## config.mk

```make
export PLATFORM = sky130hd
export DESIGN_NAME = perm_comb_seq
export DESIGN_NICKNAME = d
export VERILOG_FILES = /design/src/rtl/perm_comb_seq.sv
export SDC_FILE = /design/constraint.sdc
export NUM_CORES = 1
export LEC_CHECK = 0
export ABC_AREA = 1
export CORE_UTILIZATION = 64
export DETAILED_ROUTE_END_ITERATION = 7
export HOLD_SLACK_MARGIN = 0.06
export PLACE_DENSITY_LB_ADDON = 0.2
export SYNTH_ARGS = -nofsm -noshare
export SYNTH_HDL_FRONTEND = slang
export SYNTH_SLANG_ARGS = --single-unit
```

## constraint.sdc

```tcl
create_clock -name clk -period 10.58 [get_ports clk]
set_input_delay 3.174 -clock clk [delete_from_list [all_inputs] [get_ports clk]]
set_output_delay 3.174 -clock clk [all_outputs]
set_load 0.02 [all_outputs]
```

## src/rtl/perm_comb_seq.sv

```systemverilog
// perm_comb_seq
//   Multi-cycle sequencer computing nPr or nCr for 8-bit n and r.
//   One shared WIDTH x 8 multiplier and a restoring divider (one quotient
//   bit per cycle) build the result iteratively. Every intermediate value
//   is a permutation or combination count no larger than the final one.
//   An overflowing intermediate therefore means the final result
//   overflows as well.
//
// Ports
//   clk       in   system clock, rising edge
//   rst_n     in   asynchronous active-low reset
//   start_i   in   request, sampled only in IDLE or DONE
//   mode_i    in   0 = nPr, 1 = nCr (latched with start)
//   n_i       in   total items (latched with start)
//   r_i       in   items chosen (latched with start)
//   busy_o    out  high in LOAD, MUL, DIV
//   done_o    out  single-cycle pulse while in DONE
//   result_o  out  final value, held until the next accepted start
//   ovf_o     out  true result exceeds 2^WIDTH-1 (result all-ones)
//   err_o     out  r > n (result zero)
module perm_comb_seq #(
  parameter int WIDTH = 12
) (
  input  logic             clk,
  input  logic             rst_n,
  input  logic             start_i,
  input  logic             mode_i,
  input  logic [7:0]       n_i,
  input  logic [7:0]       r_i,
  output logic             busy_o,
  output logic             done_o,
  output logic [WIDTH-1:0] result_o,
  output logic             ovf_o,
  output logic             err_o
);

  localparam int PW = WIDTH + 8;          // product / dividend width
  localparam int CW = $clog2(PW + 1);     // division bit counter width

  typedef enum logic [2:0] {
    S_IDLE = 3'd0,
    S_LOAD = 3'd1,
    S_MUL  = 3'd2,
    S_DIV  = 3'd3,
    S_DONE = 3'd4
  } state_t;

  state_t             state_q;
  logic               mode_q;
  logic [7:0]         n_q;
  logic [7:0]         r_q;
  logic [7:0]         reff_q;
  logic [7:0]         k_q;
  logic [WIDTH-1:0]   acc_q;
  logic [PW-1:0]      quo_q;      // dividend shifted out MSB-first, quotient shifted in
  logic [7:0]         rem_q;
  logic [7:0]         divisor_q;
  logic [CW-1:0]      cnt_q;
  logic [WIDTH-1:0]   result_q;
  logic               ovf_q;
  logic               err_q;
  logic               busy_q;
  logic               done_q;

  logic [7:0]         nmr_s;
  logic [7:0]         reff_s;
  logic [7:0]         nk_s;
  logic [7:0]         k_inc_s;
  logic [PW-1:0]      prod_s;
  logic [8:0]         shifted_s;
  logic [8:0]         sub_s;
  logic               ge_s;
  logic [7:0]         rem_next_s;
  logic [PW-1:0]      quo_fin_s;

  // Datapath helpers: effective r, shared multiplier and one divider step.
  always_comb begin
    nmr_s      = n_q - r_q;
    reff_s     = r_q;
    nk_s       = n_q - k_q;
    k_inc_s    = k_q + 8'd1;
    prod_s     = {8'd0, acc_q} * {{WIDTH{1'b0}}, nk_s};
    shifted_s  = {rem_q, quo_q[PW-1]};
    sub_s      = shifted_s - {1'b0, divisor_q};
    ge_s       = (shifted_s >= {1'b0, divisor_q});
    rem_next_s = 8'd0;
    quo_fin_s  = {quo_q[PW-2:0], ge_s};
    if (mode_q && (nmr_s < r_q)) begin
      reff_s = nmr_s;                      // C(n,r) = C(n,n-r): fewer iterations
    end else begin
      reff_s = r_q;
    end
    // Remainder stays below divisor (<=128), so 8 bits always suffice.
    if (ge_s) begin
      rem_next_s = sub_s[7:0];
    end else begin
      rem_next_s = shifted_s[7:0];
    end
  end

  // Sequencer: state, operands, accumulator, divider and registered outputs.
  always_ff @(posedge clk or negedge rst_n) begin
    if (!rst_n) begin
      state_q   <= S_IDLE;
      mode_q    <= 1'b0;
      n_q       <= 8'd0;
      r_q       <= 8'd0;
      reff_q    <= 8'd0;
      k_q       <= 8'd0;
      acc_q     <= {WIDTH{1'b0}};
      quo_q     <= {PW{1'b0}};
      rem_q     <= 8'd0;
      divisor_q <= 8'd0;
      cnt_q     <= {CW{1'b0}};
      result_q  <= {WIDTH{1'b0}};
      ovf_q     <= 1'b0;
      err_q     <= 1'b0;
      busy_q    <= 1'b0;
      done_q    <= 1'b0;
    end else begin
      case (state_q)
        S_IDLE, S_DONE: begin
          if (start_i) begin
            mode_q   <= mode_i;
            n_q      <= n_i;
            r_q      <= r_i;
            result_q <= {WIDTH{1'b0}};
            ovf_q    <= 1'b0;
            err_q    <= 1'b0;
            busy_q   <= 1'b1;
            done_q   <= 1'b0;
            state_q  <= S_LOAD;
          end else begin
            busy_q   <= 1'b0;
            done_q   <= 1'b0;
            state_q  <= S_IDLE;
          end
        end

        S_LOAD: begin
          acc_q  <= {{(WIDTH-1){1'b0}}, 1'b1};
          k_q    <= 8'd0;
          reff_q <= reff_s;
          if (r_q > n_q) begin
            err_q    <= 1'b1;
            result_q <= {WIDTH{1'b0}};
            busy_q   <= 1'b0;
            done_q   <= 1'b1;
            state_q  <= S_DONE;
          end else if (reff_s == 8'd0) begin
            result_q <= {{(WIDTH-1){1'b0}}, 1'b1};
            busy_q   <= 1'b0;
            done_q   <= 1'b1;
            state_q  <= S_DONE;
          end else begin
            state_q  <= S_MUL;
          end
        end

        S_MUL: begin
          if (mode_q) begin
            // nCr: acc*(n-k) is exactly C(n,k+1)*(k+1); divide by k+1 next.
            quo_q     <= prod_s;
            rem_q     <= 8'd0;
            divisor_q <= k_inc_s;
            cnt_q     <= {CW{1'b0}};
            state_q   <= S_DIV;
          end else if (prod_s[PW-1:WIDTH] != 8'd0) begin
            ovf_q    <= 1'b1;
            result_q <= {WIDTH{1'b1}};
            busy_q   <= 1'b0;
            done_q   <= 1'b1;
            state_q  <= S_DONE;
          end else begin
            acc_q <= prod_s[WIDTH-1:0];
            k_q   <= k_inc_s;
            if (k_inc_s == reff_q) begin
              result_q <= prod_s[WIDTH-1:0];
              busy_q   <= 1'b0;
              done_q   <= 1'b1;
              state_q  <= S_DONE;
            end else begin
              state_q  <= S_MUL;
            end
          end
        end

        S_DIV: begin
          rem_q <= rem_next_s;
          quo_q <= quo_fin_s;
          cnt_q <= cnt_q + {{(CW-1){1'b0}}, 1'b1};
          if (cnt_q == CW'(PW - 1)) begin
            if (quo_fin_s[PW-1:WIDTH] != 8'd0) begin
              ovf_q    <= 1'b1;
              result_q <= {WIDTH{1'b1}};
              busy_q   <= 1'b0;
              done_q   <= 1'b1;
              state_q  <= S_DONE;
            end else begin
              acc_q <= quo_fin_s[WIDTH-1:0];
              k_q   <= k_inc_s;
              if (k_inc_s == reff_q) begin
                result_q <= quo_fin_s[WIDTH-1:0];
                busy_q   <= 1'b0;
                done_q   <= 1'b1;
                state_q  <= S_DONE;
              end else begin
                state_q  <= S_MUL;
              end
            end
          end else begin
            state_q <= S_DIV;
          end
        end

        default: begin
          busy_q  <= 1'b0;
          done_q  <= 1'b0;
          state_q <= S_IDLE;
        end
      endcase
    end
  end

  assign busy_o   = busy_q;
  assign done_o   = done_q;
  assign result_o = result_q;
  assign ovf_o    = ovf_q;
  assign err_o    = err_q;

endmodule

```

**Word level (Yosys, flattened, before mapping)**

Cells that the tools add are included.

- Add/sub/neg operators: 5
- $mul: 1
- Order comparisons: 3
- Eq/ne operators: 18
- Muxes and demuxes: 62
- Reductions and logical operators: 19

Operator list:

| operator | count |
|---|---|
| $mux 12 | 13 |
| $mux 8 | 7 |
| $pmux 12 s4 | 1 |
| $pmux 20 s2 | 1 |
| $pmux 12 s3 | 1 |
| $pmux 8 s3 | 1 |
| $sub 8x8->8 | 3 |
| $mux 1 | 22 |
| $mux 3 | 7 |
| $mul 12x8->20 | 1 |
| $mux 20 | 1 |
| $ne 2x2->1 const B | 9 |
| $pmux 8 s2 | 1 |
| $reduce_bool 8->1 | 2 |
| $pmux 3 s4 | 1 |
| $pmux 5 s2 | 1 |
| $ge 9x8->1 | 1 |
| $ne 3x3->1 const B | 3 |
| $add 8x1->8 const B | 1 |
| $eq 8x8->1 | 1 |
| $gt 8x8->1 | 1 |
| $logic_not 8->1 | 1 |
| $lt 8x8->1 | 1 |
| $reduce_and 7->1 | 1 |
| other kinds (19) | 26 |

- Register bits: 105
- Bits of input ports: 20
- Output and inout bits: 16
- Logic and storage cells: 124

**Depth between registers and ports, before layout**

Gate-level depths: netlist of the first run.

- Word-level depth: 8
- Depth in mapped cells: 41
- Depth with buffers taken out: 40

**Worst setup path before layout of the first run**

Ideal clock, no wire load.

- Kind: register -> register
- Start point: reg k_q[0]
- End point: reg k_q[0]
- Setup time: 0.117 ns
- Arrival: 5.834 ns
- Required time: 10.463 ns
- Setup slack: 4.629 ns
- Stages on the path, launching flop included: 40
- Path buffers: 1
- Clock period less this slack: 5.951 ns
- Cell sequence: dfrtp_1 -> ha_1 -> inv_1 -> fa_1 -> a21oi_1 -> o21bai_1 -> inv_1 -> nor2_1 -> nor2_1 -> inv_1 -> a21oi_1 -> or2_2 -> nand2_1 -> inv_1 -> nand2_1 -> fa_1 -> fa_1 -> inv_1 -> [4 not listed] -> ha_1 -> nand2_1 -> nand2_1 -> a21oi_1 -> nand2_1 -> nand2_1 -> nand2_1 -> nand2_1 -> nand2_1 -> inv_2 -> nand2_2 -> nor2_4 -> nand2_4 -> nand2_4 -> nand3_4 -> buf_6 -> nand2_1 -> nand2_1

- Word-level cells in the longest chain between the ends: 5
- Elaborated cells between the ends (all ways): 11
- Those cells by class: 2 x add/sub; 1 x mul; 1 x eq/ne; 5 x mux; 2 x reduce/logical

RTL lines:

| what | RTL line | RTL |
|---|---|---|
| start, declared | 53 | `logic [7:0] k_q;` |
| start signal, assigned | 176 | `k_q <= k_inc_s;` |
| start signal, assigned | 201 | `k_q <= k_inc_s;` |
| $sub 8x8->8 | 80 | `nk_s = n_q - k_q;` |
| $mul 12x8->20 | 82 | `prod_s = {8'd0, acc_q} * {{WIDTH{1'b0}}, nk_s};` |
| $reduce_bool 8->1 | 168 | `end else if (prod_s[PW-1:WIDTH] != 8'd0) begin` |
| $ne 2x2->1 (no line) | n/a |  |
| $reduce_and 5->1 (no line) | n/a |  |

Parallel ways exist; a longest one is shown, timed or not. The select of a mux whose other input is x is not followed.
A chain may end at the register's enable or synchronous reset.

**Worst setup path in the final report of the first run**

Same ends and word-level chain as after synthesis.

==> run metrics, run 1 <==
prevailing post-synth register cell dfrtp_1; GRT Total Usage 32.06%; DRT iter0 DRCs 480; Top cell by count, worst path nand2_1; Worst Max-Slew Pin Slew 730.5 ps; total length of routed met3 wires 1.411 mm; FFs w/ async S/R, synth 100.0%; ant diodes 0; clock root cell clkbuf_16; Setup WS post-layout 3627 ps; top cells by area, synth dfrtp_1 (27%), nand2_1 (14%), fa_1 (13%); Critical Path RT 10880 ps; post-synthesis cell count 1296; leak pwr 0.005656 uW; Syn-to-layout area delta 8.443%; Reg area 0.002628 mm2; drt first pass iters 5; CP endpoint kind flop; drt via density 5.464; Final GP Congestion 0.9377; routed via count 8229; hold slack 471.8 ps; PD cells 349.3 mW/mm2; Residual DRC 0; DR top layer met4; M1 WL 9.771 mm; endpoints failing setup 0; Worst-Skew Late Latency 360 ps; slowest stage cell on the critical path fa_1; post-place setup slack 3760 ps; H-tree depth 3; final core utilization 71.60%; RSZ-0062 raised after global routing false; clock sinks 105; global-route wire length before repair 39.67 mm; fill count 1181; critical path fanouts, max 23; antenna violations before repair 0; Core Region 0.01459 mm2; Detail Placement HPWL 18.40 mm; Rows 44; I/O Buffers 35; Detail Route met2 WL 11.35 mm; largest net degree at the start of global routing 58; Synthesized Nets 1453; setup repair bufs after CTS 0; arrival time worst endpoint 7250 ps; EDFF count, synth 0; die height 124.7 um; Worst setup SP type flop; VDD IR max 0.2343 mV; syn_area_per_cell 7.433 um2; fin crit period 6953 ps; share of layout cells above drive strength 1 6.732%; post-synth cell types 47; Starting Density 66.03%; CTS Buffer Depth 2; antenna viol nets, final 0; IO Pins 36; Slew headroom 51.30%; Ys Warns 0; CTS tree yes; WL/cell 15.51 um; GR Overflow Total 0; die area 0.01555 mm2; TritonCTS Buffers 9; final cycle utilization of the critical path 65.72%; highest clock rate 0.1438 GHz; reg2reg setup slack 3630 ps; sequential area share after synthesis 27.28%; dominant cell type by area after synthesis dfrtp_1; cts repair resizes 0; Hold Crit Class flop to flop; final setup TNS 0 ps; hold-fix buffers at CTS 0; Synth Register Bits 105; via count of the first global-routing pass 8377; Final Skew 5.807 ps; CP Class flop to flop; status finished, final reports clean; max cap viols 0; total chip power 3649 uW; Synth Cell Area 0.009633 mm2; Nets 1474; clock transition at the registers of the reported paths 80 ps; max incr delay on CP 550 ps; final hold violations 0; Die W 124.7 um; Slew Limit Fails 0; area of the multi-input gates 0.005941 mm2; Yosys top cell area share 27.28%; DRT Wirelength 23.35 mm
kinds of logic (layout without fill, tap and decap cells):
kind of cell | count (synthesis) | in the layout | share of synthesized area, %
AO/OA/AOI/OAI | 164 | 164 | 9.742
adder cells (fa/ha/maj) | 137 | 137 | 22.70
buffers and inverters | 272 | 298 | 11.05
flip-flops | 105 | 105 | 27.28
XOR/XNOR | 21 | 21 | 1.909
AND/OR/NAND/NOR | 597 | 597 | 27.32
path summary, 6_finish.rpt:
check / from / end / depth (start not counted)
hold / removal: cnt_q[4] / cnt_q[4] / 1
min in group asynchronous: rst_n / n_q[1] / 1
max in group asynchronous: rst_n / rem_q[5] / 2
hold reg to reg: cnt_q[4] / cnt_q[4] / 1
setup / recovery: k_q[0] / k_q[0] / 35
setup reg to reg: k_q[0] / k_q[0] / 35
cell type report:
cell class | instances | share of cell area, %
inverter | 245 | 8.851
sequential | 105 | 25.15
tap | 184 | 2.204
multi-input combinational | 919 | 56.87
clock buffer | 9 | 2.156
timing repair buffer | 37 | 3.473
clock inverter | 7 | 1.294
layout by cell type, fill, tap and decap left out, types with 3 or more instances in the layout:
cell               n
nand2_1          367
inv_1            225
dfrtp_1          105
nor2_1           104
ha_1              74
o21ai_0           64
fa_1              63
a21oi_1           56
nand3_1           41
clkdlybuf4s50_1   34
nand2_2           17
nand3b_1          15
xor2_1            15
inv_2             15
nand4_1           12
a22oi_1           11
clkbuf_16          9
nor2_2             8
o21ai_1            7
xnor2_1            6
nor3_1             6
o21ai_2            5
or2_2              4
nand3_2            4
nor2_8             4
and2_1             4
o21bai_1           3
clkinv_1           3
nor2_4             3
a21o_1             3
o211ai_1           3
bufinv_16          3
buf_4              3
routing by layer:
metal  vias up  track usage (%)
li1       4060                -
met1      3843            39.31
met2       264            55.35
met3        62            5.670
met4         0            13.82
met5         -                0
cell usage after synthesis (3+ instances only):
| master | number |
|---|---|
| nand2_2 | 17 |
| nand3b_1 | 15 |
| dfrtp_1 | 105 |
| xnor2_1 | 6 |
| ha_1 | 74 |
| nand2_1 | 367 |
| nor2_4 | 3 |
| o21ai_2 | 5 |
| o21bai_1 | 3 |
| nor2_1 | 104 |
| a22oi_1 | 11 |
| a21o_1 | 3 |
| nor3_1 | 6 |
| nor2_8 | 4 |
| inv_2 | 15 |
| o211ai_1 | 3 |
| inv_1 | 225 |
| or2_2 | 4 |
| xor2_1 | 15 |
| nand3_2 | 4 |
| clkinv_1 | 3 |
| fa_1 | 63 |
| buf_6 | 4 |
| nand4_1 | 12 |
| o21ai_1 | 7 |
| nor2_2 | 8 |
| nand3_1 | 41 |
| clkbuf_1 | 18 |
| o21ai_0 | 64 |
| a21oi_1 | 56 |
| and2_1 | 4 |
critical path: cells and delay by family, from the launching register on:
kind	cells	cell delay [ps]
flops	1	510
fa+ha+maj	7	3060
compound gates	5	1020
buf+inv	7	520
simple gates	16	1750
state kept, by name, summed over array words and instances (netlist names), 3 cells and up:
name       count
quo_q         20
acc_q         12
result_o      12
divisor_q      8
k_q            8
n_q            8
r_q            8
reff_q         8
rem_q          8
cnt_q          5
state_q        3
where the power goes:
group          total, uW  switching (uW)  internal [uW]
logic               2570            1690            876
registers            681             130            551
clock network        402             165            237
total               3650            1990           1660
through the flow:
stage,instances,cell area (um2)
after floorplan,1296,9633
after global placement,1490,10090
after detailed placement,1490,10090
after CTS,1506,10450
after global routing,1506,10450
final,1506,10450
No activity file was read; power rests on OpenSTA's default activity.
==> inputs of run 2 (changes only) <==
Settings changed: CORE_UTILIZATION 64 to 63.
Clock period 10.58 ns to 6.8 ns, I/O delays scaled along.
==> run 2 against run 1 <==
Sequential cell count unchanged. Global-route usage decreased by 0.38 points. First-iteration DRC count increased by 32%. Die area increased by 1.6%. Core utilization increased by 0.17 points. Non-clock buffer count increased by 8. Critical path depth decreased by 2. Sequential share of layout area decreased by 0.24 points. Count of clock-buffer cells in the layout unchanged. Critical path type unchanged. Largest cell class unchanged. Highest routed layer unchanged.
==> run metrics, run 2 (synthesized netlist as in run 1, its figures left out) <==
status finished, final reports clean (unchanged); highest clock rate 0.1563 GHz (was 0.1438 GHz); final cycle utilization of the critical path 94.06% (was 65.72%); routed via count 8314 (was 8229); Critical Path RT 7090 ps (was 10880 ps); critical path fanouts, max 8 (was 23); Core Region 0.01470 mm2 (was 0.01459 mm2); TritonCTS Buffers 9 (unchanged); Starting Density 65.53% (was 66.03%); IO Pins 36 (unchanged); GR Overflow Total 0 (unchanged); CTS Buffer Depth 2 (unchanged); antenna viol nets, final 0 (unchanged); max cap viols 0 (unchanged); Slew Limit Fails 0 (unchanged); commonest non-fill, non-tap cell in the layout nand2_1 (unchanged); clock transition at the registers of the reported paths 80 ps (about the same); DRT Wirelength 23.59 mm (was 23.35 mm); global-route wire length before repair 39.31 mm (was 39.67 mm); final hold violations 0 (unchanged); DRT iter0 DRCs 635 (was 480); H-tree depth 3 (unchanged); Final GP Congestion 0.9345 (was 0.9377); GRT Total Usage 31.67% (was 32.06%); CP Class flop to flop (unchanged); I/O Buffers 35 (unchanged); final core utilization 71.77% (was 71.60%); Design Area, Final 0.01055 mm2 (was 0.01045 mm2); share of layout cells above drive strength 1 8.790% (was 6.732%); CP endpoint kind flop (unchanged); largest register by flop count quo_q (unchanged); Placement Cell Area 0.01013 mm2 (was 0.01009 mm2); Worst-Skew Late Latency 370 ps (was 360 ps); reg2reg setup slack 400 ps (was 3630 ps); Hold Crit Class flop to flop (unchanged); Slew headroom 50.16% (was 51.30%); max incr delay on CP 550 ps (about the same); Detail Placement HPWL 18.22 mm (was 18.40 mm); Worst setup SP type flop (unchanged); Reg2Reg Depth 33 (was 35); hold slack 471.5 ps (was 471.8 ps); die area 0.01579 mm2 (was 0.01555 mm2); Top cell by count, worst path nand2_1 (unchanged); reg2reg end acc_q[9] (was k_q[0]); clock sinks 105 (unchanged); Nets 1483 (was 1474); most frequent cells in the layout nand2_1 (365), inv_1 (222), dfrtp_1 (104), nor2_1 (101), ha_1 (67) (was nand2_1 (367), inv_1 (225), dfrtp_1 (105), nor2_1 (104), ha_1 (74)); Die W 125.7 um (was 124.7 um); antenna violations before repair 0 (unchanged); clock root cell clkbuf_16 (unchanged); Rows 44 (unchanged); ant diodes 0 (unchanged); Worst Max-Slew Pin Slew 747.5 ps (was 730.5 ps); Syn-to-layout area delta 9.521% (was 8.443%); crit path launch k_q[2] (was k_q[0]); drt via density 5.488 (was 5.464); Residual DRC 0 (unchanged); arrival time worst endpoint 6690 ps (was 7250 ps); slowest stage cell on the critical path fa_1 (unchanged); largest net degree at the start of global routing 58 (unchanged); via count of the first global-routing pass 8148 (was 8377); drt first pass iters 5 (unchanged); CTS tree yes (unchanged); die height 125.7 um (was 124.7 um); Critical R2R Launch k_q[2] (was k_q[0]); WL/cell 15.57 um (was 15.51 um); endpoints failing setup 0 (unchanged); Final Skew 10.04 ps (was 5.807 ps); max FFs per register 20 (unchanged); fin crit period 6396 ps (was 6953 ps); CP endpoint acc_q[9] (was k_q[0])
## run 2: cell count changes in the layout (fill, tap and decap cells not counted), sizes merged
cell      delta
clkinv       +3
clkinvlp     +1
inv          -1
nand3        +1
bufinv       -3
buf          +8
## run 2: critical path: cells and delay by family, from the launching register on
family                   cells  cell delay, ps
buffers and inverters        5             390
adder cells (fa/ha/maj)      6            2870
flip-flops                   1             410
AND/OR/NAND/NOR             16            1770
AO/OA/AOI/OAI                6             880
## run 2: layout make-up
type | instances | area [um2]
multi-input combinational | 920 | 6041
fill | 1222 | 4149
sequential | 105 | 2629
inverter | 245 | 924.6
timing repair buffer | 45 | 434.2
tap | 184 | 230.2
clock buffer | 9 | 225.2
clock inverter | 7 | 66.31
## run 2: layer usage
metal	GRT usage [%]	part of all wire [%]	vias to the layer above
met3	5.905	6.7	59
met5	0	0	-
met2	53.37	48	322
li1	-	-	4075
met1	40.10	42	3858
met4	13.56	3.3	0
## run 2: stage by stage
stage          setup slack (ps)  cells  setup TNS (ps)
2_1_floorplan             849.0   1296               0
3_3_place_gp              343.9   1496               0
3_5_place_dp              186.5   1496               0
4_1_cts                   133.6   1512               0
5_1_grt                  -27.86   1515          -219.1
6_report                  403.9   1515               0
## run 2: worst min-delay path by stage
stage | startpoint | slack [ps] | end | depth (start not counted)
after floorplan | cnt_q[4] | 440 | cnt_q[4] | 1
after global placement | cnt_q[4] | 460 | cnt_q[4] | 1
after detailed placement | cnt_q[4] | 460 | cnt_q[4] | 1
after CTS | cnt_q[4] | 470 | cnt_q[4] | 1
after global routing | result_o[2] | 500 | result_o[2] | 2
final | cnt_q[4] | 470 | cnt_q[4] | 1
## run 2: what timing repair did
item	CTS	global route
hold buffers	0	0
resized for setup	0	25
endpoints found under the setup margin	0	37
buffers inserted	0	2
Power of run 2 is left out: the tool's default activity adds up to more than one toggle a clock period on the data nets, which glitch-free logic cannot reach.
